`config.mk`:
```
export PLATFORM = sky130hd
export DESIGN_NAME = mac_cfg_arbiter
export DESIGN_NICKNAME = d
export VERILOG_FILES = /design/src/rtl/mac_cfg_pkg.sv /design/src/rtl/mac_cfg_arbiter_rr_pick.sv /design/src/rtl/mac_cfg_arbiter.sv
export SDC_FILE = /design/constraint.sdc
export NUM_CORES = 1
export LEC_CHECK = 0
export ABC_AREA = 0
export BUFFER_PORTS_ARGS = -buffer_cell sky130_fd_sc_hd__buf_2
export CAP_MARGIN = 20
export CORE_ASPECT_RATIO = 0.9
export CORE_UTILIZATION = 40
export CTS_CLUSTER_DIAMETER = 200
export DETAILED_ROUTE_END_ITERATION = 10
export GPL_ROUTABILITY_DRIVEN = 0
export PLACE_DENSITY = 0.72
export REMOVE_ABC_BUFFERS = 1
export SETUP_SLACK_MARGIN = 0.1
export SLEW_MARGIN = 10
export SYNTH_ARGS = -nofsm -noshare
export SYNTH_HDL_FRONTEND = slang
export SYNTH_HIERARCHICAL = 1
export SYNTH_SLANG_ARGS = --single-unit
```
`constraint.sdc`:
```
create_clock -name clk -period 3.9 [get_ports clk]
set_input_delay 0.78 -clock clk [delete_from_list [all_inputs] [get_ports clk]]
set_output_delay 0.78 -clock clk [all_outputs]
set_load 0.1 [all_outputs]
```
`src/rtl/mac_cfg_pkg.sv`:
```
// Shared definitions for the MAC configuration-port arbiter: FSM encoding,
// register word offsets used by the configuration sequencer, timeout read data.
package mac_cfg_pkg;

    typedef enum logic [1:0] {
        ST_IDLE  = 2'd0,
        ST_ISSUE = 2'd1,
        ST_DONE  = 2'd2
    } state_e;

    typedef enum logic [7:0] {
        REG_REV              = 8'h00,
        REG_SCRATCH          = 8'h01,
        REG_COMMAND_CONFIG   = 8'h02,
        REG_MAC_0            = 8'h03,
        REG_MAC_1            = 8'h04,
        REG_FRM_LENGTH       = 8'h05,
        REG_PAUSE_QUANT      = 8'h06,
        REG_TX_SECTION_EMPTY = 8'h09,
        REG_TX_SECTION_FULL  = 8'h0A,
        REG_TX_ALMOST_EMPTY  = 8'h0D,
        REG_TX_ALMOST_FULL   = 8'h0E,
        REG_TX_IPG_LENGTH    = 8'h17
    } mac_reg_e;

    localparam logic [31:0] DEF_ERR_RDATA = 32'hDEAD_BEEF;

endpackage

```
`src/rtl/mac_cfg_arbiter_rr_pick.sv`:
```
// Combinational round-robin picker: first set request at or above ptr_i,
// wrapping past NREQ-1 back to 0.
module rr_pick #(
    parameter int NREQ = 3,
    localparam int PW  = (NREQ > 1) ? $clog2(NREQ) : 1
) (
    input  logic [NREQ-1:0] req_i,
    input  logic [PW-1:0]   ptr_i,
    output logic [PW-1:0]   grant_o,
    output logic            any_o
);

    // Scan from the farthest offset down so the nearest hit is written last.
    always_comb begin
        grant_o = '0;
        any_o   = |req_i;
        for (int k = NREQ - 1; k >= 0; k--) begin
            if (req_i[(int'(ptr_i) + k) % NREQ]) begin
                grant_o = PW'((int'(ptr_i) + k) % NREQ);
            end
        end
    end

endmodule

```
`src/rtl/mac_cfg_arbiter.sv`:
```
// Round-robin arbiter sharing one waitrequest-stalled MAC register port among
// NREQ requesters, one transaction at a time, with a stall watchdog.
module mac_cfg_arbiter
    import mac_cfg_pkg::*;
#(
    parameter int          NREQ        = 3,
    parameter int          TIMEOUT_CYC = 1024,
    parameter logic [31:0] ERR_RDATA   = DEF_ERR_RDATA
) (
    input  logic                 clk,
    input  logic                 rst,
    input  logic [NREQ-1:0]      req,
    input  logic [NREQ-1:0]      req_wr,
    input  logic [NREQ*8-1:0]    req_addr,
    input  logic [NREQ*32-1:0]   req_wdata,
    output logic [NREQ-1:0]      ack,
    output logic                 err,
    output logic [31:0]          rdata,
    output logic                 busy,
    output logic [7:0]           address,
    output logic                 read,
    output logic                 write,
    output logic [31:0]          writedata,
    input  logic [31:0]          readdata,
    input  logic                 waitrequest
);

    localparam int PW = $clog2(NREQ);
    localparam int TW = $clog2(TIMEOUT_CYC) + 1;
    localparam logic [TW-1:0] T_LAST = TW'(TIMEOUT_CYC - 1);

    state_e          state_q, state_d;
    logic [PW-1:0]   ptr_q, ptr_d;
    logic [PW-1:0]   gnt_q, gnt_d;
    logic [TW-1:0]   timer_q, timer_d;
    logic [7:0]      addr_q, addr_d;
    logic [31:0]     wdata_q, wdata_d;
    logic [31:0]     rdata_q, rdata_d;
    logic            read_q, read_d;
    logic            write_q, write_d;
    logic [NREQ-1:0] ack_q, ack_d;
    logic            err_q, err_d;
    logic            busy_q, busy_d;

    logic [PW-1:0]   pick;
    logic            any_req;

    rr_pick #(.NREQ(NREQ)) u_pick (
        .req_i   (req),
        .ptr_i   (ptr_q),
        .grant_o (pick),
        .any_o   (any_req)
    );

    always_ff @(posedge clk or posedge rst) begin
        if (rst) begin
            state_q <= ST_IDLE;
            ptr_q   <= '0;
            gnt_q   <= '0;
            timer_q <= '0;
            addr_q  <= '0;
            wdata_q <= '0;
            rdata_q <= '0;
            read_q  <= 1'b0;
            write_q <= 1'b0;
            ack_q   <= '0;
            err_q   <= 1'b0;
            busy_q  <= 1'b0;
        end else begin
            state_q <= state_d;
            ptr_q   <= ptr_d;
            gnt_q   <= gnt_d;
            timer_q <= timer_d;
            addr_q  <= addr_d;
            wdata_q <= wdata_d;
            rdata_q <= rdata_d;
            read_q  <= read_d;
            write_q <= write_d;
            ack_q   <= ack_d;
            err_q   <= err_d;
            busy_q  <= busy_d;
        end
    end

    always_comb begin
        state_d = state_q;
        ptr_d   = ptr_q;
        gnt_d   = gnt_q;
        timer_d = timer_q;
        addr_d  = addr_q;
        wdata_d = wdata_q;
        rdata_d = rdata_q;
        read_d  = read_q;
        write_d = write_q;
        ack_d   = '0;
        err_d   = err_q;
        busy_d  = busy_q;
        case (state_q)
            ST_IDLE: begin
                if (any_req) begin
                    gnt_d   = pick;
                    addr_d  = req_addr[int'(pick) * 8 +: 8];
                    wdata_d = req_wdata[int'(pick) * 32 +: 32];
                    write_d = req_wr[pick];
                    read_d  = !req_wr[pick];
                    timer_d = '0;
                    busy_d  = 1'b1;
                    state_d = ST_ISSUE;
                end
            end
            ST_ISSUE: begin
                // A completing access takes precedence over an expiring watchdog.
                if (!waitrequest) begin
                    if (read_q) begin
                        rdata_d = readdata;
                    end
                    read_d       = 1'b0;
                    write_d      = 1'b0;
                    ack_d[gnt_q] = 1'b1;
                    err_d        = 1'b0;
                    state_d      = ST_DONE;
                end else if (timer_q == T_LAST) begin
                    read_d       = 1'b0;
                    write_d      = 1'b0;
                    rdata_d      = ERR_RDATA;
                    ack_d[gnt_q] = 1'b1;
                    err_d        = 1'b1;
                    state_d      = ST_DONE;
                end else begin
                    timer_d = timer_q + TW'(1);
                end
            end
            ST_DONE: begin
                err_d   = 1'b0;
                busy_d  = 1'b0;
                ptr_d   = (gnt_q == PW'(NREQ - 1)) ? '0 : gnt_q + PW'(1);
                state_d = ST_IDLE;
            end
            default: begin
                state_d = ST_IDLE;
            end
        endcase
    end

    assign ack       = ack_q;
    assign err       = err_q;
    assign rdata     = rdata_q;
    assign busy      = busy_q;
    assign address   = addr_q;
    assign read      = read_q;
    assign write     = write_q;
    assign writedata = wdata_q;

endmodule
```
==> results by group, run 1 <==
Run status
  – Status: finished, final reports clean

Layout
  – Fill count: ~1.1k
  – P&R area growth vs syn: 33.0%
  – Finished Layout Cells: between 900 and 1k
  – Share of cells above drive strength 1: 36.6%
  – Nets: 915
  – Commonest non-fill, non-tap cell in the layout: buf_2
  – Commonest non-fill, non-tap cells in the layout: buf_2 (239), dfrtp_1 (96), nor2_1 (68)

Place
  – IO Port Bufs: between 200 and 250
  – Hpwl dp: between 10 and 15 mm
  – Dpl cells: 899

Yosys
  – YS warnings: 6
  – Dominant cell type by area after synthesis: dfrtp_1
  – Post-synth top area share: roughly 49%
  – Asr flop ratio synth: 100%
  – Top_reg_cell synth: dfrtp_1
  – Sequential fraction of the synthesis area: between 40 and 50%
  – Synth Cell Area: just under 0.005 mm2
  – Seq cells post-synth: 96
  – Ranking of synthesized cells by area: dfrtp_1 (49%), mux2i_1 (8.3%), a21oi_1 (5.5%), nor2_1 (5.2%), o21ai_0 (4.7%)
  – Mapped Cells: about 540
  – Post-synth EDFFs: 0
  – Netlist cell types: 47
  – Mean Syn Cell Area: 9.24 um2

Timing
  – Clk_skew: between 0.006 and 0.007 ns
  – Fin. Hold Viols: 0
  – Achievable Freq: roughly 380 MHz
  – Worst-margin pin slew: between 0.7 and 0.8 ns
  – Slew Viols, Final: 0
  – Final setup violation count: 0
  – Part of the cycle the worst path needs: between 60% and 70%
  – Slew headroom: between 40 and 50%
  – Minimum clock period: between 2 and 3 ns
  – RSZ-0062 raised after global routing: no

GRT
  – Largest net degree at the start of global routing: between 60 and 70
  – Vias in the first global route: approximately 4.7k
  – Global-route wire length before repair: roughly 23 mm
  – GRT Overall Usage: a little under a quarter
  – Initial antenna violation count: 1
  – Gr ovfl total: 0

Hold path
  – Hold crit path type: reg -> reg
  – Hold Startpoint: writedata[19]$_DFFE_PP0P_
  – Worst hold endpoint: writedata[19]$_DFFE_PP0P_
  – Hold depth: 2

Run
  – Maxcap violations: 0

Floorplanning
  – Die width: ~120 um
  – Initial Util: between 40% and 50%
  – Cell Rows: 38
  – Total die area: 0.0128 mm2
  – Ports: 240
  – Core Area: 0.0120 mm2
  – Die height: 107 um

Drt
  – DRC Markers: 0
  – Detailed-route via count: 4,756
  – Pre-Repair DR Iteration Count: 5
  – Vias per inst: 5.19
  – Routed Antenna Nets: 0
  – Total wire length: between 10 and 15 mm
  – DR WL/cell: around 16 um
  – Drt initial violations: between 150 and 200

Setup path
  – Crit path DAT: between 2 and 3 ns
  – Setup Crit Path Kind: reg -> reg
  – Reg2Reg Launch Point: ptr_q[1]$_DFFE_PP0P_
  – Worst flop-to-flop path endpoint: writedata[2]$_DFFE_PP0P_
  – Required @ worst endpoint: around 4.2 ns
  – Critical path launch point type: flop
  – Setup slack, reg-to-reg: about 1.2 ns
  – Worst Reg2Reg Path Length in Cells: 9
  – Crit Path Max Fanout: 37
  – Critical Path Sink Type: flop

Clocking
  – Sink Count: 96
  – Root Driver: clkbuf_16
  – Hold_buf cts: 0
  – Postcts setup bufs: 0
  – H-tree Lvls: 3
  – Max Root-Sink Buffers: 2
  – Post-CTS Resized: 0
  – Worst-path clk slew: ~0.07 ns
  – TritonCTS clock tree: yes
  – Clock Latency Late Sink: 0.35 ns
  – CTS buffer count: 9
-- logic make-up after synthesis --
family | Yosys count | synth area share, %
AO/OA/AOI/OAI | 174 | 22.0
adder cells (fa/ha/maj) | 4 | 1.01
buffers and inverters | 57 | 5.39
flip-flops | 96 | 48.6
multiplexers | 42 | 8.53
AND/OR/NAND/NOR | 162 | 14.5
-- routing by layer --
metal | GRT usage, % | vias up | wire length [um]
met4 | 7.23 | 0 | 204
met3 | 8.10 | 17 | 1080
met5 | 0 | - | 0
li1 | - | 2318 | -
met1 | 24.7 | 2254 | 5500
met2 | 42.3 | 167 | 7720
-- synthesized netlist by cell type (5+ instances only) --
library cell and n:
dfrtp_1 96, inv_1 10, o21ai_0 46, clkbuf_1 25
a31oi_1 8, mux2i_1 41, nor2_1 68, nor2b_1 8
buf_2 16, o21ai_1 11, a21oi_1 54, o31ai_1 8
nand2b_1 5, o2bb2ai_1 6, o22a_1 24, nand2_1 56
-- flip-flops by register name, summed over array words and instances (netlist names) --
register   flops
write          1
timer_q       11
address        8
rdata         32
busy           1
writedata     32
read           1
state_q        2
gnt_q          2
ack            3
err            1
ptr_q          2
-- cell type report --
class | count | area (um2) | share of cell area (%)
Antenna cell | 2 | 5.00 | 0.0761
Timing Repair Buffer | 249 | 1280 | 19.5
Inverter | 12 | 50.0 | 0.761
Clock inverter | 5 | 81.3 | 1.24
Clock buffer | 11 | 233 | 3.54
Sequential cell | 96 | 2400 | 36.6
Multi-Input combinational cell | 382 | 2320 | 35.3
Tap cell | 160 | 200 | 3.05
-- worst max-delay path by stage --
| stage | start | endpoint | slack (ns) | depth (start not counted) |
|---|---|---|---|---|
| after CTS | ptr_q[1]$_DFFE_PP0P_ | writedata[2]$_DFFE_PP0P_ | 1.21 | 9 |
| after global placement | req[2] | address[2]$_DFFE_PP0P_ | 1.23 | 7 |
| after global routing | ptr_q[1]$_DFFE_PP0P_ | writedata[2]$_DFFE_PP0P_ | 0.98 | 9 |
| after detailed placement | req[2] | writedata[21]$_DFFE_PP0P_ | 1.17 | 7 |
| final | ptr_q[1]$_DFFE_PP0P_ | writedata[2]$_DFFE_PP0P_ | 1.24 | 9 |
| after floorplan | req[1] | write$_DFFE_PP0P_ | -4.63 | 6 |
-- critical path, stage by stage (launching register included) --
cell	delay, ns
dfrtp_1	0.43
inv_1	0.08
ha_1	0.32
nand2b_1	0.17
o21ai_1	0.10
a221oi_4	0.46
nor2b_4	0.30
buf_4	0.39
a21oi_1	0.14
o21ai_0	0.17
-- stage by stage --
stage | setup slack, ns | util [%] | hold WS (ns) | cell area (um2) | setup TNS [ns]
4_1_cts | 1.21 | 54.6 | 0.480 | 6570 | 0
3_5_place_dp | 1.17 | 52.0 | 0.465 | 6250 | 0
2_1_floorplan | -4.63 | - | 0.450 | 4720 | -191.03
6_report | 1.24 | 54.6 | 0.474 | 6570 | 0
3_3_place_gp | 1.23 | 52.0 | 0.459 | 6250 | 0
5_1_grt | 0.981 | 54.6 | 0.495 | 6570 | 0
Power of run 1 is not shown: default switching activity piles up to over one toggle a cycle in this logic, so the estimate is an artifact.
==> run 2, diff against run 1 <==
--- a/config.mk
+++ b/config.mk
@@ -13,7 +13,7 @@
 export CTS_CLUSTER_DIAMETER = 200
 export DETAILED_ROUTE_END_ITERATION = 10
 export GPL_ROUTABILITY_DRIVEN = 0
-export PLACE_DENSITY = 0.72
+export PLACE_DENSITY = 0.75
 export REMOVE_ABC_BUFFERS = 1
 export SETUP_SLACK_MARGIN = 0.1
 export SLEW_MARGIN = 10
==> constraint.sdc (replaced) <==
create_clock -name clk -period 2.18 [get_ports clk]
set_input_delay 0.436 -clock clk [delete_from_list [all_inputs] [get_ports clk]]
set_output_delay 0.436 -clock clk [all_outputs]
set_load 0.1 [all_outputs]
==> run 2 against run 1 <==
The run now ends with negative setup slack left. Non-clock buffer count up 34. Via count is 0.36% higher. Setup slack worse by 1.3 ns. Fmax increased by 18%. Flip-flop and latch count is the same. Clock-buffer cell count shrank 2. First-iteration DRC count is 22% lower. Worst hold slack got worse by 0.38 ns. Routed wire length is 4.1% lower. Core utilization up 3.8 points. Register-to-register slack lost 1.3 ns. Critical endpoint is now writedata[7]$_DFFE_PP0P_.
==> results by group, run 2 (synthesized netlist as in run 1, its figures left out) <==
Clocking
  – CTS buffer count: 9
  – H-tree Lvls: 3
  – Max Root-Sink Buffers: 2
  – Sink Count: 96
  – Hold_buf cts: 0
  – Root Driver: clkbuf_16
  – TritonCTS clock tree: yes
  – Clock Latency Late Sink: ~0.35 ns
  – Worst-path clk slew: roughly 0.070 ns

Setup path
  – CP dominant cell by count: buf_4
  – Crit path DAT: ~2.5 ns
  – Setup Crit Path Kind: reg -> reg
  – CP max stage delay: between 0.3 and 0.4 ns
  – Critical path launch point type: flop
  – CP cell instances: inv_2, ha_4, and2b_1, o221ai_2, o311ai_4, buf_12, nor2b_4, buf_4, buf_4, a21oi_1, o21ai_0
  – Required @ worst endpoint: roughly 2.5 ns
  – Slowest CP cell: dfrtp_1
  – Crit Path Max Fanout: 13
  – Critical Path Sink Type: flop

GRT
  – Global-route wire length before repair: approximately 23 mm
  – Gr ovfl total: 0
  – Vias in the first global route: 4,509
  – Met2 GRT Util: 39.7%
  – Initial antenna violation count: 0
  – Largest net degree at the start of global routing: between 60 and 70
  – Met1 GRT Util: a little over a quarter
  – Grt met3 use: approximately 7%
  – GRT Overall Usage: between 20 and 25%
  – Top Usage Layer GRT: met2

Floorplanning
  – Initial Util: 41.1%
  – Total die area: 0.0128 mm2
  – Core Area: 0.0120 mm2
  – Ports: 240
  – Cell Rows: 38
  – Die width: between 100 and 150 um
  – Die height: 107 um

Layout
  – Commonest non-fill, non-tap cells in the layout: buf_2 (238), dfrtp_1 (96), nor2_1 (68)
  – Fill count: roughly 1.1k
  – Commonest non-fill, non-tap cell in the layout: buf_2
  – Antenna cells: 0
  – P&R area growth vs syn: 42.1%
  – Post-route cell area: between 0.007 and 0.008 mm2
  – Share of cells above drive strength 1: about two fifths
  – Nets: 949

Drt
  – Routed Antenna Nets: 0
  – Total wire length: 13.9 mm
  – Drt initial violations: approximately 140
  – DR WL/cell: approximately 15 um
  – DRC Markers: 0
  – Vias per inst: 5.03
  – Detailed-route via count: approximately 4.8k
  – Pre-Repair DR Iteration Count: 4

Timing
  – Achievable Freq: approximately 440 MHz
  – Slew headroom: 57.6%
  – Setup TNS: -1.28 ns
  – Clk_skew: roughly 0.0064 ns
  – Fin worst setup slack: -0.0787 ns
  – Slew Viols, Final: 0
  – Part of the cycle the worst path needs: 104%
  – Worst-margin pin slew: 0.637 ns
  – Fin. Hold Viols: 0
  – RSZ-0062 raised after global routing: yes
  – Minimum clock period: 2.26 ns
  – Final setup violation count: 30

Run
  – Maxcap violations: 0

Place
  – Dpl cell area: between 0.006 and 0.007 mm2
  – IO Port Bufs: 239
  – Hpwl dp: 10.3 mm
  – DP Worst Slack: -0.195 ns

Hold path
  – Hold crit path type: in -> async

Run status
  – Failing checks: negative setup slack
  – Status: finished with violations
run 2: final cells by class:
| cell class | instances | area [um2] | area share [%] |
|---|---|---|---|
| flip-flops and latches | 96 | 2400 | 34.2 |
| multi-input cells | 382 | 2380 | 33.8 |
| repair buffers | 283 | 1690 | 24.1 |
| clock buffers | 9 | 225 | 3.21 |
| well taps | 160 | 200 | 2.85 |
| clock inverters | 7 | 76.3 | 1.09 |
| inverters | 12 | 50.0 | 0.712 |
run 2: critical path, delay by kind of cell, from the launching register on:
kind / cells / cell delay [ns]
flops: 1 / 0.39
compound gates: 4 / 0.58
buf+inv: 4 / 0.56
simple gates: 2 / 0.43
fa+ha+maj: 1 / 0.21
run 2: worst paths after layout:
check	startpoint	endpoint	slack, ns	cells past startpoint
worst min register to register	writedata[21]$_DFFE_PP0P_	writedata[21]$_DFFE_PP0P_	0.47	2
worst max register to register	ptr_q[0]$_DFFE_PP0P_	writedata[7]$_DFFE_PP0P_	-0.08	11
min in group clk	readdata[0]	rdata[0]$_DFFE_PP0P_	0.30	2
worst min-delay path	rst	writedata[22]$_DFFE_PP0P_	0.09	2
max in group asynchronous	rst	rdata[31]$_DFFE_PP0P_	1.40	3
worst max-delay path	ptr_q[0]$_DFFE_PP0P_	writedata[7]$_DFFE_PP0P_	-0.08	11
run 2: per-stage QoR:
step           util (%)  hold WS, ns  instances
3_3_place_gp       54.6        0.458        925
2_1_floorplan         -        0.450        490
5_1_grt            58.4        0.114        949
3_5_place_dp       54.6        0.465        925
6_report           58.4       0.0898        949
4_1_cts            58.1       0.0871        948
run 2: per-layer routing:
metal  vias up  routed length [um]
met1      2193                5520
met2       169                7050
met5         -                   0
met3        26                1010
li1       2385                   -
met4         0                 318
run 2: timing repair:
item / 4_1_cts / 5_1_grt
endpoints found under the setup margin: 42 / 44
cloned: 1 / 0
buffers inserted: 6 / 1
gates resized for setup: 23 / 9
pin swaps: 2 / 1
Power of run 2 is left out for the same reason.
==> run 3, diff against run 2 <==
--- a/config.mk
+++ b/config.mk
@@ -9,11 +9,11 @@
 export BUFFER_PORTS_ARGS = -buffer_cell sky130_fd_sc_hd__buf_2
 export CAP_MARGIN = 20
 export CORE_ASPECT_RATIO = 0.9
-export CORE_UTILIZATION = 40
+export CORE_UTILIZATION = 42
 export CTS_CLUSTER_DIAMETER = 200
 export DETAILED_ROUTE_END_ITERATION = 10
 export GPL_ROUTABILITY_DRIVEN = 0
-export PLACE_DENSITY = 0.75
+export PLACE_DENSITY = 0.78
 export REMOVE_ABC_BUFFERS = 1
 export SETUP_SLACK_MARGIN = 0.1
 export SLEW_MARGIN = 10
==> run 3 against run 2 <==
The run still ends with negative setup slack left. Clock skew is 0.0031 ns higher. Fmax shrank 1.1%. Largest cell class unchanged. Final cell count down 0.95%. Clock-buffer cell count is the same. Design area is 1.0% lower. Via count rose by 2.3%. Die area down 4.7%.
==> results by group, run 3 (synthesized netlist as in run 1, its figures left out) <==
Setup path
  – Setup Crit Path Kind: reg -> reg
  – Critical path launch point type: flop
  – Critical Path Sink Type: flop
  – Slowest CP cell: dfrtp_2
  – Crit path DAT: between 2 and 3 ns
  – Required @ worst endpoint: 2.39 ns
  – Crit Path Max Fanout: 8
  – CP dominant cell by count: buf_12
  – CP cell instances: ha_4, and2b_1, o21ai_2, o311ai_4, buf_12, buf_12, mux2i_1, nor2_1, a21oi_2, o21ai_1
  – CP max stage delay: roughly 0.44 ns

Layout
  – Multi-input gate area: between 0.002 and 0.0025 mm2
  – Nets: about 940
  – Fill count: 993
  – Commonest non-fill, non-tap cells in the layout: buf_2 (238), dfrtp_1 (95), nor2_1 (68)
  – P&R area growth vs syn: 40.7%
  – Commonest non-fill, non-tap cell in the layout: buf_2
  – Share of cells above drive strength 1: 41.5%
  – Register area: 0.00240 mm2

GRT
  – GRT Overall Usage: between 20% and 30%
  – Global-route wire length before repair: about 23 mm
  – Gr ovfl total: 0
  – Initial antenna violation count: 1
  – Largest net degree at the start of global routing: 86
  – Vias in the first global route: around 4.8k

Timing
  – Worst-margin pin slew: approximately 0.63 ns
  – Minimum clock period: between 2 and 2.5 ns
  – Fin worst setup slack: -0.103 ns
  – Clk_skew: 0.00952 ns
  – Slew headroom: around three fifths
  – Part of the cycle the worst path needs: 105%
  – Fin. Hold Viols: 0
  – Achievable Freq: between 400 and 500 MHz
  – WHS: around 0.11 ns
  – RSZ-0062 raised after global routing: yes
  – Slew Viols, Final: 0
  – Final setup violation count: 34

Floorplanning
  – Ports: 240
  – Cell Rows: 37
  – Die width: approximately 120 um
  – Total die area: 0.0122 mm2
  – Initial Util: roughly 43%
  – Die height: 105 um
  – Core Area: ~0.011 mm2

Drt
  – Detailed-route via count: between 4k and 5k
  – Pre-Repair DR Iteration Count: 5
  – Vias per inst: roughly 5.2
  – DR WL/cell: approximately 15 um
  – Total wire length: around 14 mm
  – DRC Markers: 0
  – Drt initial violations: 253
  – Routed Antenna Nets: 0

Clocking
  – Max Root-Sink Buffers: 2
  – CTS buffer count: 9
  – TritonCTS clock tree: yes
  – H-tree Lvls: 3
  – Root Driver: clkbuf_16
  – Sink Count: 96
  – Clock Latency Late Sink: approximately 0.34 ns
  – Worst-path clk slew: around 0.07 ns

Run status
  – Status: finished with violations
  – Failing checks: negative setup slack

Hold path
  – Hold crit path type: in -> async

Run
  – Maxcap violations: 0

Place
  – DP Worst Slack: -0.279 ns
  – IO Port Bufs: 239
  – Hpwl dp: 10.7 mm
==> run 3: cell types whose count changed in the layout (fill, tap and decap cells not counted), moves of 2 or more <==
cell,delta
a21oi_1,-11
a21oi_2,+11
buf_12,-2
buf_4,-8
buf_6,+5
ha_4,-2
o21ai_0,+13
o21ai_1,-13
==> run 3: layout make-up <==
class | count | area share [%]
sequential | 96 | 34.6
multi-input combinational | 382 | 34.4
timing repair buffer | 277 | 23.3
clock buffer | 9 | 3.24
tap | 156 | 2.81
clock inverter | 7 | 0.882
inverter | 12 | 0.720
antenna | 1 | 0.0360
==> run 3: worst paths after layout <==
kind	cells past startpoint	slack, ns	start	end
worst min register to register	2	0.48	writedata[20]$_DFFE_PP0P_	writedata[20]$_DFFE_PP0P_
worst max-delay path	10	-0.10	ptr_q[1]$_DFFE_PP0P_	writedata[9]$_DFFE_PP0P_
worst min-delay path	2	0.11	rst	rdata[6]$_DFFE_PP0P_
min in group clk	2	0.31	readdata[10]	rdata[10]$_DFFE_PP0P_
max in group asynchronous	3	1.52	rst	ptr_q[1]$_DFFE_PP0P_
worst max register to register	10	-0.10	ptr_q[1]$_DFFE_PP0P_	writedata[9]$_DFFE_PP0P_
==> run 3: repair_timing <==
action                                  4_1_cts  5_1_grt
cloned                                        1        0
hold buffers                                  0        0
pin swaps                                     5        6
endpoints found under the setup margin       42       57
gates resized for setup                      23       11
setup buffers                                 6        2
==> run 3: worst max-delay path, delay by kind of cell (launching register included) <==
family / cells / cell delay, ns
AND/OR/NAND/NOR: 2 / 0.26
buffers and inverters: 2 / 0.33
flip-flops: 1 / 0.44
adder cells (fa/ha/maj): 1 / 0.29
AO/OA/AOI/OAI: 4 / 0.64
multiplexers: 1 / 0.20
==> run 3: metrics by stage <==
step	instances	TNS (ns)	cell area, um2	util (%)
CTS	938	-3.67	6940	60.7
finish	940	-1.06	6950	60.8
detailed placement	915	-7.43	6500	56.9
floorplan	490	-342.35	4720	-
global route	940	-5.90	6950	60.8
global placement	915	-2.31	6500	56.9
==> run 3: layer usage <==
layer  part of all wire, %  GRT usage, %  vias to the layer above
met1                    40          27.8                     2284
met2                    52          41.8                      197
met3                   6.2          5.45                       22
met4                   1.8          8.42                        0
li1                      -             -                     2380
met5                     0             0                        -
Power of run 3 is left out for the same reason.
